[config.mk]
export PLATFORM = sky130hd
export DESIGN_NAME = exec_writeback_stage
export DESIGN_NICKNAME = d
export VERILOG_FILES = /design/src/rtl/exec_writeback_stage_pkg.sv /design/src/rtl/exec_alu.sv /design/src/rtl/exec_writeback_stage.sv
export SDC_FILE = /design/constraint.sdc
export NUM_CORES = 1
export LEC_CHECK = 0
export BUFFER_PORTS_ARGS = -buffer_cell sky130_fd_sc_hd__buf_2
export CELL_PAD_IN_SITES_DETAIL_PLACEMENT = 1
export CELL_PAD_IN_SITES_GLOBAL_PLACEMENT = 1
export CORE_UTILIZATION = 48
export CTS_BUF_LIST = sky130_fd_sc_hd__clkbuf_8 sky130_fd_sc_hd__clkbuf_16
export CTS_CLUSTER_DIAMETER = 80
export CTS_CLUSTER_SIZE = 25
export DETAILED_ROUTE_END_ITERATION = 7
export GPL_ROUTABILITY_DRIVEN = 0
export PLACE_DENSITY = 0.95
export REMOVE_ABC_BUFFERS = 1
export SYNTH_ARGS = -nofsm -noshare
export SYNTH_HDL_FRONTEND = slang
export SYNTH_SLANG_ARGS = --single-unit
[constraint.sdc]
create_clock -name Clk -period 11.28 [get_ports Clk]
set_input_delay 2.256 -clock Clk [delete_from_list [all_inputs] [get_ports Clk]]
set_output_delay 2.256 -clock Clk [all_outputs]
set_load 0.005 [all_outputs]
[src/rtl/exec_writeback_stage_pkg.sv]
// Shared execute-stage definitions: ALU opcodes, default widths, zero-register index.
package exec_writeback_stage_pkg;
  localparam int DATA_W_DEF     = 32;
  localparam int IMM_W_DEF      = 16;
  localparam int REG_ADDR_W_DEF = 5;
  localparam int ZERO_REG       = 0;

  localparam logic [2:0] ALU_ADD = 3'b000;
  localparam logic [2:0] ALU_SUB = 3'b001;
  localparam logic [2:0] ALU_AND = 3'b010;
  localparam logic [2:0] ALU_OR  = 3'b011;
  localparam logic [2:0] ALU_XOR = 3'b100;
  localparam logic [2:0] ALU_SLT = 3'b101;
  localparam logic [2:0] ALU_SLL = 3'b110;
  localparam logic [2:0] ALU_SRL = 3'b111;
endpackage

[src/rtl/exec_alu.sv]
// Combinational ALU; overflow is reported only for ADD/SUB.
module exec_alu
  import exec_writeback_stage_pkg::*;
#(
  parameter int DATA_WIDTH = DATA_W_DEF
) (
  input  logic [DATA_WIDTH-1:0] A,
  input  logic [DATA_WIDTH-1:0] B,
  input  logic [2:0]            ALUOp,
  output logic [DATA_WIDTH-1:0] Result,
  output logic                  Overflow
);
  localparam int SHW = $clog2(DATA_WIDTH);
  localparam int MSB = DATA_WIDTH - 1;

  logic [SHW-1:0] shamt;
  assign shamt = B[SHW-1:0];

  always_comb begin
    Result   = '0;
    Overflow = 1'b0;
    unique case (ALUOp)
      ALU_ADD: begin
        Result   = A + B;
        Overflow = (A[MSB] == B[MSB]) && (Result[MSB] != A[MSB]);
      end
      ALU_SUB: begin
        Result   = A - B;
        Overflow = (A[MSB] != B[MSB]) && (Result[MSB] != A[MSB]);
      end
      ALU_AND: Result = A & B;
      ALU_OR:  Result = A | B;
      ALU_XOR: Result = A ^ B;
      ALU_SLT: Result = {{(DATA_WIDTH-1){1'b0}}, ($signed(A) < $signed(B))};
      ALU_SLL: Result = A << shamt;
      ALU_SRL: Result = A >> shamt;
      default: Result = '0;
    endcase
  end
endmodule

[src/rtl/exec_writeback_stage.sv]
// Execute stage with one-level result forwarding; the stage-3 register drives the
// register-file write port directly.
module exec_writeback_stage
  import exec_writeback_stage_pkg::*;
#(
  parameter int DATA_WIDTH     = DATA_W_DEF,
  parameter int IMM_WIDTH      = IMM_W_DEF,
  parameter int REG_ADDR_WIDTH = REG_ADDR_W_DEF
) (
  input  logic                      Clk,
  input  logic                      Reset,
  input  logic [DATA_WIDTH-1:0]     S2_ReadData1,
  input  logic [DATA_WIDTH-1:0]     S2_ReadData2,
  input  logic [REG_ADDR_WIDTH-1:0] S2_ReadSelect1,
  input  logic [REG_ADDR_WIDTH-1:0] S2_ReadSelect2,
  input  logic [IMM_WIDTH-1:0]      S2_Imm,
  input  logic                      S2_DataSrc,
  input  logic [2:0]                S2_ALUOp,
  input  logic [REG_ADDR_WIDTH-1:0] S2_WriteSelect,
  input  logic                      S2_WriteEnable,
  output logic [DATA_WIDTH-1:0]     S3_Result,
  output logic [REG_ADDR_WIDTH-1:0] S3_WriteSelect,
  output logic                      S3_WriteEnable,
  output logic                      S3_Overflow,
  output logic                      FwdA,
  output logic                      FwdB
);
  localparam logic [REG_ADDR_WIDTH-1:0] RZ = REG_ADDR_WIDTH'(ZERO_REG);

  logic [DATA_WIDTH-1:0]     result_q, result_d;
  logic [REG_ADDR_WIDTH-1:0] wsel_q;
  logic                      we_q, ov_q, ov_d;
  logic [DATA_WIDTH-1:0]     imm_ext, op_a, op_b;

  // we_q is already cleared for register 0, so a stale zero-index result never forwards.
  assign FwdA = we_q && (wsel_q == S2_ReadSelect1) && (S2_ReadSelect1 != RZ);
  assign FwdB = !S2_DataSrc && we_q && (wsel_q == S2_ReadSelect2) && (S2_ReadSelect2 != RZ);

  assign imm_ext = {{(DATA_WIDTH-IMM_WIDTH){S2_Imm[IMM_WIDTH-1]}}, S2_Imm};
  assign op_a    = FwdA ? result_q : S2_ReadData1;
  assign op_b    = S2_DataSrc ? imm_ext : (FwdB ? result_q : S2_ReadData2);

  exec_alu #(.DATA_WIDTH(DATA_WIDTH)) u_alu (
    .A        (op_a),
    .B        (op_b),
    .ALUOp    (S2_ALUOp),
    .Result   (result_d),
    .Overflow (ov_d)
  );

  always_ff @(posedge Clk or negedge Reset) begin
    if (!Reset) begin
      result_q <= '0;
      wsel_q   <= '0;
      we_q     <= 1'b0;
      ov_q     <= 1'b0;
    end else begin
      result_q <= result_d;
      wsel_q   <= S2_WriteSelect;
      we_q     <= S2_WriteEnable && (S2_WriteSelect != RZ);
      ov_q     <= ov_d;
    end
  end

  assign S3_Result      = result_q;
  assign S3_WriteSelect = wsel_q;
  assign S3_WriteEnable = we_q;
  assign S3_Overflow    = ov_q;
endmodule

Word level (Yosys, flattened, before mapping) --
Cells that the tools add are included.
Word-level totals: register bits after elaboration 39, bits in latches 0, bits in writable memories 0, memory bits (read-only) 0, output and inout bits 41, word-level logic and storage cells 43, memories kept 0
Operators by class: add/sub/neg operators 2, $mul 0, divide/modulo/power cells 0, magnitude comparators 1, equality and inequality tests 13, shift operators 2, mux-type cells 5, bitwise gates (word level) 3, reduce and logical (&&, ||, !) cells 13
Operators with widths (count):
- $pmux 32 s8 | 1
- $mux 32 | 3
- $add 32x32->32 | 1
- $and 32x32->32 | 1
- $lt 32x32->1 | 1
- $or 32x32->32 | 1
- $shl 32x5->32 | 1
- $shr 32x5->32 | 1
- $sub 32x32->32 | 1
- $xor 32x32->32 | 1
- $reduce_bool 5->1 | 3
- $eq 3x3->1 const B | 4
- $eq 5x5->1 | 2
- $logic_and 1x1->1 | 8
- $eq 3x2->1 const B | 2
- $eq 3x1->1 const B | 1
- $logic_not 3->1 | 1
- $ne 1x1->1 | 3
- $pmux 1 s2 | 1
- $eq 1x1->1 | 1
- $logic_not 1->1 | 1

Longest topological paths before layout --
Gate-level depths: netlist (run 1).
depth in word-level cells 10, depth in mapped cells 21

Cells and area by module --
From an unflattened synthesis (run 1), not the netlist that was laid out.
Unflattened totals: cells, all modules 1439, area, all modules 10844.2 µm²
By module, submodules not included:
- exec_alu | instances 1, cells an instance 1208, area an instance 8309.2 µm²
- exec_writeback_stage | instances 1, cells an instance 231, area an instance 2534.9 µm²

Least setup slack after synthesis (run 1) --
OpenSTA, ideal clock, no wires.
kind input -> register, start point in S2_ReadSelect2[4], end point reg result_q[31], in the netlist S3_Result[31], arrival 6.794 ns, path slack 4.360 ns, stages on the path 20, buffers on the path 3, cells stage by stage or2_1 > o21a_4 > nor3_2 > clkbuf_1 > clkbuf_1 > mux2i_1 > o21ai_0 > ha_1 > clkbuf_1 > a21o_1 > a21oi_1 > o21ai_0 > a41oi_1 > nor2_1 > nor4_1 > a211oi_1 > or4_1 > o211ai_1 > mux2i_1 > o22ai_1
On the way: longest elaborated chain between the ends 7, elaborated cells between the ends (all ways) 14
RTL lines:
- start, declared | RTL line exec_writeback_stage.sv:15 | input logic [REG_ADDR_WIDTH-1:0] S2_ReadSelect2,
- $eq 5x5->1 | RTL line exec_writeback_stage.sv:37 | assign FwdB = !S2_DataSrc && we_q && (wsel_q == S2_ReadSelect2) && (S2_ReadSelect2 != RZ);
- $logic_and 1x1->1 | RTL line exec_writeback_stage.sv:37
- $logic_and 1x1->1 * | RTL line exec_writeback_stage.sv:37
- via FwdB | RTL line exec_writeback_stage.sv:26 | output logic FwdB
- $mux 32 * (2 in a row) | RTL line exec_writeback_stage.sv:41 | assign op_b = S2_DataSrc ? imm_ext : (FwdB ? result_q : S2_ReadData2);
- $sub 32x32->32 (tied with other cells) | RTL line exec_alu.sv:28 | Result = A - B;
- $pmux 32 s8 * | RTL line exec_alu.sv:22 | unique case (ALUOp)
- via result_d[31] | RTL line exec_writeback_stage.sv:30 | logic [DATA_WIDTH-1:0] result_q, result_d;
- end signal, assigned | RTL line exec_writeback_stage.sv:58 | result_q <= result_d;
- end, declared | RTL line exec_writeback_stage.sv:30
The timed path passes the listed nets; every way through them passes the cells marked *.

Final worst setup path (run 1) --
start point in S2_DataSrc, end point reg result_q[30], in the netlist S3_Result[30]
On the way: longest elaborated chain between the ends 8, elaborated cells between the ends (all ways) 14
RTL lines:
- start, declared | RTL line exec_writeback_stage.sv:17 | input logic S2_DataSrc,
- $logic_not 1->1 | RTL line exec_writeback_stage.sv:37
- $logic_and 1x1->1 (3 in a row) | RTL line exec_writeback_stage.sv:37
- $mux 32 | RTL line exec_writeback_stage.sv:41
- $mux 32 * | RTL line exec_writeback_stage.sv:41
- $sub 32x32->32 (tied with other cells) | RTL line exec_alu.sv:28
- $pmux 32 s8 * | RTL line exec_alu.sv:22
- via result_d[30] | RTL line exec_writeback_stage.sv:30
Marked as above.

==> flow_metrics.env, run 1 <==
export IMPL_status="completed"
export IMPL_drive_above_1_share=0.167
export IMPL_syn_area_per_cell_sq_um=7.36
export IMPL_cts_tree="built"
export IMPL_post_place_ws_ns=2.93
export IMPL_first_global_vias=12924
export IMPL_fin_nets=1681
export IMPL_drcViolationCount=0
export IMPL_chipHeight_um=149
export IMPL_synth_flop_cell="dfrtp_1"
export IMPL_swShare=0.526
export IMPL_antenna_found_initial=1
export IMPL_ys_seq_area_frac=0.0935
export IMPL_drv_cap=0
export IMPL_drtIter0Drc=1949
export IMPL_ys_seq_elements=39
export IMPL_arrival_ns=8.44
export IMPL_start_util=0.493
export IMPL_cts_hold_buf=0
export IMPL_synth_edf_count=0
export IMPL_powerDensity_nw_per_um2=97.2
export IMPL_synth_cell_type_count=88
export IMPL_synthTopCellsByCount="158 x mux2i_1, 136 x nand2_1, 114 x a21oi_1, 96 x nor2_1, 95 x ha_1"
export IMPL_grt_max_degree=59
export IMPL_area_growth_pct=8.42
export IMPL_criticalPathCategory="primary input to flip-flop"
export IMPL_clock_skew_ns=0.00667
export IMPL_crit_fanout=44
export IMPL_fmax_mhz=121
export IMPL_antennaDiodeCount=0
export IMPL_netlist_area_leader_share=0.152
export IMPL_ctsResizeCount=0
export IMPL_slew_headroom=0.0858
export IMPL_synthArstFlopShare=1.00
export IMPL_post_cts_buffers=0
export IMPL_htreeDepth=2
export IMPL_via_per_inst=7.23
export IMPL_syn_inst=1417
export IMPL_p_seq_frac=0.172
export IMPL_drtAntennaViolNets=0
export IMPL_finalSetupTns_ns=0
export IMPL_synth_most_common_cell="mux2i_1"
export IMPL_slowest_delay_ns=0.80
export IMPL_min_period_over_period=0.734
export IMPL_cp_slowest_cell="nor3_4"
export IMPL_final_max_slew_violation_count=0
export IMPL_cts_buffers_inserted=5
export IMPL_yosys_top_cells_area="mux2i_1 15%, ha_1 11%, dfrtp_1 9.4%"
export IMPL_p_int_uw=521
export IMPL_startpoint_type="primary input"
export IMPL_vias=12704
export IMPL_root_buffer="clkbuf_16"
export IMPL_rsz0062_at_grt="false"
export IMPL_wl_um=49400
export IMPL_grt_use_total=0.438
export IMPL_cp_cell_sequence="buf_2 -> buf_4 -> clkinv_1 -> nand3_1 -> nor3_4 -> buf_4 -> a221o_2 -> buf_4 -> ha_1 -> inv_1 -> fa_1 -> nor2b_1 -> o21ai_0 -> a31oi_1 -> o221ai_1 -> o32a_1 -> o211ai_1 -> o31ai_1 -> a221oi_1 -> o21ai_0"
export IMPL_switchingPower_uw=578
export IMPL_netlist_area_sq_um=10400
export IMPL_port_buffers=142
export IMPL_peakVddDrop_mv=0.0600
export IMPL_clkTransAtPathRegs_ns=0.08
export IMPL_leakagePower_uw=0.00523
export IMPL_p_clk_frac=0.171
export IMPL_wl_per_cell_um=28.1
export IMPL_die_area_sq_um=22300
export IMPL_hold_violations=0
export IMPL_yosys_warnings=0
export IMPL_setup_violations=0
export IMPL_fin_crit_ns=8.28
export IMPL_cpMostUsedCell="buf_4"
export IMPL_clock_sinks=39
export IMPL_utilization=0.535
export IMPL_hold_path_class="flip-flop to flip-flop"
export IMPL_synth_top_area_cell="mux2i_1"
export IMPL_grt_ovfl_total=0
export IMPL_multi_input_area_sq_um=8610
export IMPL_cp_required_ns=11.44
export IMPL_num_rows=53
export IMPL_seq_area_sq_um=976
export IMPL_firstDrtPassIters=6
export IMPL_fin_ws_ns=3.00
export IMPL_grt_first_pass_wirelength_um=74700
export IMPL_power_frac_comb=0.656
export IMPL_num_fill_cells=2714
export IMPL_end_kind="flip-flop"
export IMPL_coreArea_sq_um=21200
export IMPL_dpl_hpwl_um=37100
export IMPL_worst_slew_pin_slew_ns=1.37
export IMPL_die_w_um=149
export IMPL_clock_path_buffers=2
export IMPL_clk_latency_ns=0.31
export IMPL_ios=143
[path summary, 6_finish.rpt]
| kind | start | end | cells past startpoint | slack [ns] |
|---|---|---|---|---|
| worst max-delay path | S2_DataSrc | S3_Result[30] | 20 | 3.00 |
| worst min-delay path | S3_Result[31] | S3_Overflow | 3 | 0.94 |
| worst max register to register | S3_WriteSelect[3] | S3_Result[30] | 18 | 4.83 |
| worst min register to register | S3_Result[31] | S3_Overflow | 3 | 0.94 |
| max in group asynchronous | Reset | S3_Result[21] | 1 | 8.37 |
| min in group asynchronous | Reset | S3_Result[8] | 1 | 2.18 |
[worst max-delay path, delay by kind of cell]
family	cells	cell delay, ns
compound gates	9	2.44
buf+inv	6	1.70
simple gates	3	1.20
fa+ha+maj	2	0.76
[logic make-up after synthesis]
kind of cell | count (synthesis) | synth area share
mux | 211 | 0.219
xor+xnor | 32 | 0.0269
flops | 39 | 0.0935
buf+inv | 201 | 0.0828
fa+ha+maj | 97 | 0.118
simple gates | 366 | 0.160
compound gates | 471 | 0.300
[power by group through the flow]
stage / Combinational (uW) / Clock, uW / Sequential, uW
2_1_floorplan: 435 / 0 / 185
3_3_place_gp: 638 / 0 / 188
3_5_place_dp: 673 / 0 / 191
4_1_cts: 681 / 183 / 188
5_1_grt: 749 / 189 / 191
6_report: 721 / 188 / 190
[per-layer routing]
layer,track usage,up-vias,part of all wire
met5,0.00227,-,0
met4,0.269,0,0.070
met3,0.156,335,0.13
met2,0.663,999,0.43
met1,0.526,6034,0.37
li1,-,5336,-
[placed cells by master, fill, tap and decap left out, drive strengths merged, types with 5 or more instances in the layout]
master | Yosys | final
mux2i | 175 | 175
buf | 37 | 158
nand2 | 136 | 136
a21oi | 116 | 116
nor2 | 96 | 96
inv | 96 | 96
ha | 95 | 95
o21ai | 90 | 90
nand3 | 40 | 40
dfrtp | 39 | 39
o22ai | 39 | 39
mux2 | 36 | 36
a22oi | 29 | 29
xnor2 | 28 | 28
o21a | 25 | 25
a31oi | 24 | 24
nor3 | 23 | 23
o21bai | 16 | 16
a21o | 16 | 16
o211ai | 15 | 15
nor4 | 14 | 14
a211oi | 13 | 13
nand4 | 12 | 12
and3 | 9 | 9
o31ai | 9 | 9
a221o | 9 | 9
a221oi | 9 | 9
nor2b | 8 | 8
o221ai | 8 | 8
a31o | 7 | 7
or2 | 7 | 7
nand2b | 6 | 6
clkbuf | 63 | 6
clkinv | 5 | 6
o311ai | 5 | 5
[through the flow]
step / instance area [sq um] / total power, uW / hold slack (ns) / std cells
floorplan: 9950 / 621 / 0.757 / 1317
CTS: 11300 / 1050 / 0.893 / 1758
detailed placement: 11100 / 864 / 0.870 / 1750
global placement: 11100 / 826 / 0.830 / 1750
global route: 11300 / 1130 / 0.962 / 1758
finish: 11300 / 1100 / 0.939 / 1758
[registers in the layout, summed over array words and instances (netlist names)]
register,cells
S3_WriteSelect,5
S3_Overflow,1
S3_WriteEnable,1
S3_Result,32
[layout make-up]
cell class                      count  share of cell area
Timing Repair Buffer              158              0.0735
Clock inverter                      2             0.00310
Multi-Input combinational cell   1177               0.761
Inverter                          101              0.0336
Tap cell                          275              0.0304
Clock buffer                        6              0.0123
Sequential cell                    39              0.0863
Note: power is estimated with default switching activity, not from simulation.
==> run 2, diff against run 1 <==
--- a/config.mk
+++ b/config.mk
@@ -8,13 +8,13 @@
 export BUFFER_PORTS_ARGS = -buffer_cell sky130_fd_sc_hd__buf_2
 export CELL_PAD_IN_SITES_DETAIL_PLACEMENT = 1
 export CELL_PAD_IN_SITES_GLOBAL_PLACEMENT = 1
-export CORE_UTILIZATION = 48
+export CORE_UTILIZATION = 40
 export CTS_BUF_LIST = sky130_fd_sc_hd__clkbuf_8 sky130_fd_sc_hd__clkbuf_16
 export CTS_CLUSTER_DIAMETER = 80
 export CTS_CLUSTER_SIZE = 25
 export DETAILED_ROUTE_END_ITERATION = 7
 export GPL_ROUTABILITY_DRIVEN = 0
-export PLACE_DENSITY = 0.95
+export PLACE_DENSITY = 0.9
 export REMOVE_ABC_BUFFERS = 1
 export SYNTH_ARGS = -nofsm -noshare
 export SYNTH_HDL_FRONTEND = slang
==> constraint.sdc (replaced) <==
create_clock -name Clk -period 7.12 [get_ports Clk]
set_input_delay 1.424 -clock Clk [delete_from_list [all_inputs] [get_ports Clk]]
set_output_delay 1.424 -clock Clk [all_outputs]
set_load 0.005 [all_outputs]
==> run 2 against run 1 <==
- wire length grew 1.6%
- non-clock buffer count grew 20
- highest routed layer unchanged
- the run now ends with DRC left
- global-route usage shrank 6.7 points
==> flow_metrics.env, run 2 (synthesized netlist as in run 1, its figures left out) <==
export IMPL_drcViolationCount=7
export IMPL_fin_crit_ns=6.36
export IMPL_rsz0062_at_grt="false"
export IMPL_worst_slew_pin_slew_ns=1.24
export IMPL_mostFrequentLayoutCells="158 x mux2i_1, 142 x buf_2, 136 x nand2_1, 114 x a21oi_1, 96 x nor2_1"
export IMPL_drive_above_1_share=0.178
export IMPL_arrival_ns=6.55
export IMPL_fin_nets=1701
export IMPL_wl_um=50200
export IMPL_min_period_over_period=0.893
export IMPL_via_per_inst=7.08
export IMPL_crit_fanout=17
export IMPL_layout_commonest_cell="mux2i_1"
export IMPL_hold_path_class="flip-flop to flip-flop"
export IMPL_grt_ovfl_total=0
export IMPL_finalPower_uw=1710
export IMPL_ios=143
export IMPL_largest_reg_flops=32
export IMPL_num_rows=58
export IMPL_fmax_mhz=157
export IMPL_startpoint_type="primary input"
export IMPL_fin_ws_ns=0.761
export IMPL_grt_use_total=0.371
export IMPL_drv_cap=0
export IMPL_chipHeight_um=163
export IMPL_cts_buffers_inserted=5
export IMPL_wl_per_cell_um=27.4
export IMPL_area_growth_pct=10.2
export IMPL_start_util=0.411
export IMPL_drtIter0Drc=2208
export IMPL_cp_required_ns=7.32
export IMPL_clock_skew_ns=0.0205
export IMPL_vias=12976
export IMPL_clock_sinks=39
export IMPL_cts_tree="built"
export IMPL_antenna_found_initial=1
export IMPL_die_w_um=163
export IMPL_drtAntennaViolNets=0
export IMPL_first_global_vias=12996
export IMPL_criticalPathCategory="primary input to flip-flop"
export IMPL_clk_latency_ns=0.33
export IMPL_htreeDepth=2
export IMPL_root_buffer="clkbuf_16"
export IMPL_ctsResizeCount=0
export IMPL_coreArea_sq_um=25400
export IMPL_antennaDiodeCount=0
export IMPL_setup_violations=0
export IMPL_placed_cells=1825
export IMPL_leakagePower_uw=0.00531
export IMPL_clock_path_buffers=2
export IMPL_port_buffers=142
export IMPL_status="finished with violations"
export IMPL_slew_headroom=0.164
export IMPL_hold_violations=0
export IMPL_firstDrtPassIters=8
export IMPL_dpl_hpwl_um=37600
export IMPL_whs_ns=0.928
export IMPL_peakVddDrop_mv=0.0922
export IMPL_violations="DRC"
export IMPL_grt_first_pass_wirelength_um=75900
export IMPL_fin_cells=1833
export IMPL_die_area_sq_um=26700
export IMPL_grt_max_degree=56
export IMPL_end_kind="flip-flop"
export IMPL_clkTransAtPathRegs_ns=0.09
export IMPL_final_max_slew_violation_count=0
export IMPL_post_place_ws_ns=0.759
export IMPL_powerDensity_nw_per_um2=149
export IMPL_cts_hold_buf=0
export IMPL_post_cts_buffers=0
-- run 2: worst max-delay path, stage by stage --
cell and delay, ns:
buf_2 0.12, xnor2_1 0.16, nand3_1 0.20, nor3_4 0.16
buf_4 0.43, buf_4 0.45, mux2i_4 0.52, inv_1 0.14
ha_1 0.48, inv_1 0.16, o21ai_0 0.11, a21oi_1 0.11
nor4b_1 0.50, a311oi_1 0.23, o21ai_0 0.47, a21oi_1 0.14
o311ai_0 0.42, xnor2_1 0.16, o21ai_0 0.09
-- run 2: worst paths after layout --
| kind | cells past startpoint | end | slack (ns) | from |
|---|---|---|---|---|
| hold / removal | 3 | S3_Overflow | 0.93 | S3_Result[31] |
| hold reg to reg | 3 | S3_Overflow | 0.93 | S3_Result[31] |
| min in group asynchronous | 1 | S3_Result[27] | 1.32 | Reset |
| setup / recovery | 19 | S3_Result[29] | 0.76 | S2_ReadSelect1[3] |
| setup reg to reg | 18 | S3_Result[29] | 1.51 | S3_WriteSelect[4] |
| max in group asynchronous | 1 | S3_Result[1] | 5.01 | Reset |
-- run 2: cell type report --
type | count | area [sq um]
Sequential cell | 39 | 976
Fill cell | 3255 | 13900
Clock buffer | 5 | 125
Clock inverter | 3 | 20.0
Multi-Input combinational cell | 1177 | 8610
Timing Repair Buffer | 178 | 981
Inverter | 101 | 380
Tap cell | 330 | 413
-- run 2: through the flow --
stage / instance area (sq um) / setup TNS [ns] / utilization
6_report: 11500 / 0 / 0.453
5_1_grt: 11500 / 0 / 0.453
4_1_cts: 11500 / 0 / 0.453
3_5_place_dp: 11400 / 0 / 0.447
3_3_place_gp: 11400 / 0 / 0.447
2_1_floorplan: 9950 / -4.78 / -
-- run 2: per-layer routing --
metal	global-route usage	vias up	wire length (um)	part of all wire
met5	0.0170	-	0	0
met4	0.223	0	3440	0.069
met3	0.115	364	6590	0.13
met2	0.566	1069	21500	0.43
met1	0.453	6145	18600	0.37
li1	-	5398	-	-
-- run 2: power breakdown --
part           switching (uW)  internal, uW
Clock                     137           131
Sequential               39.8           257
Combinational             745           400
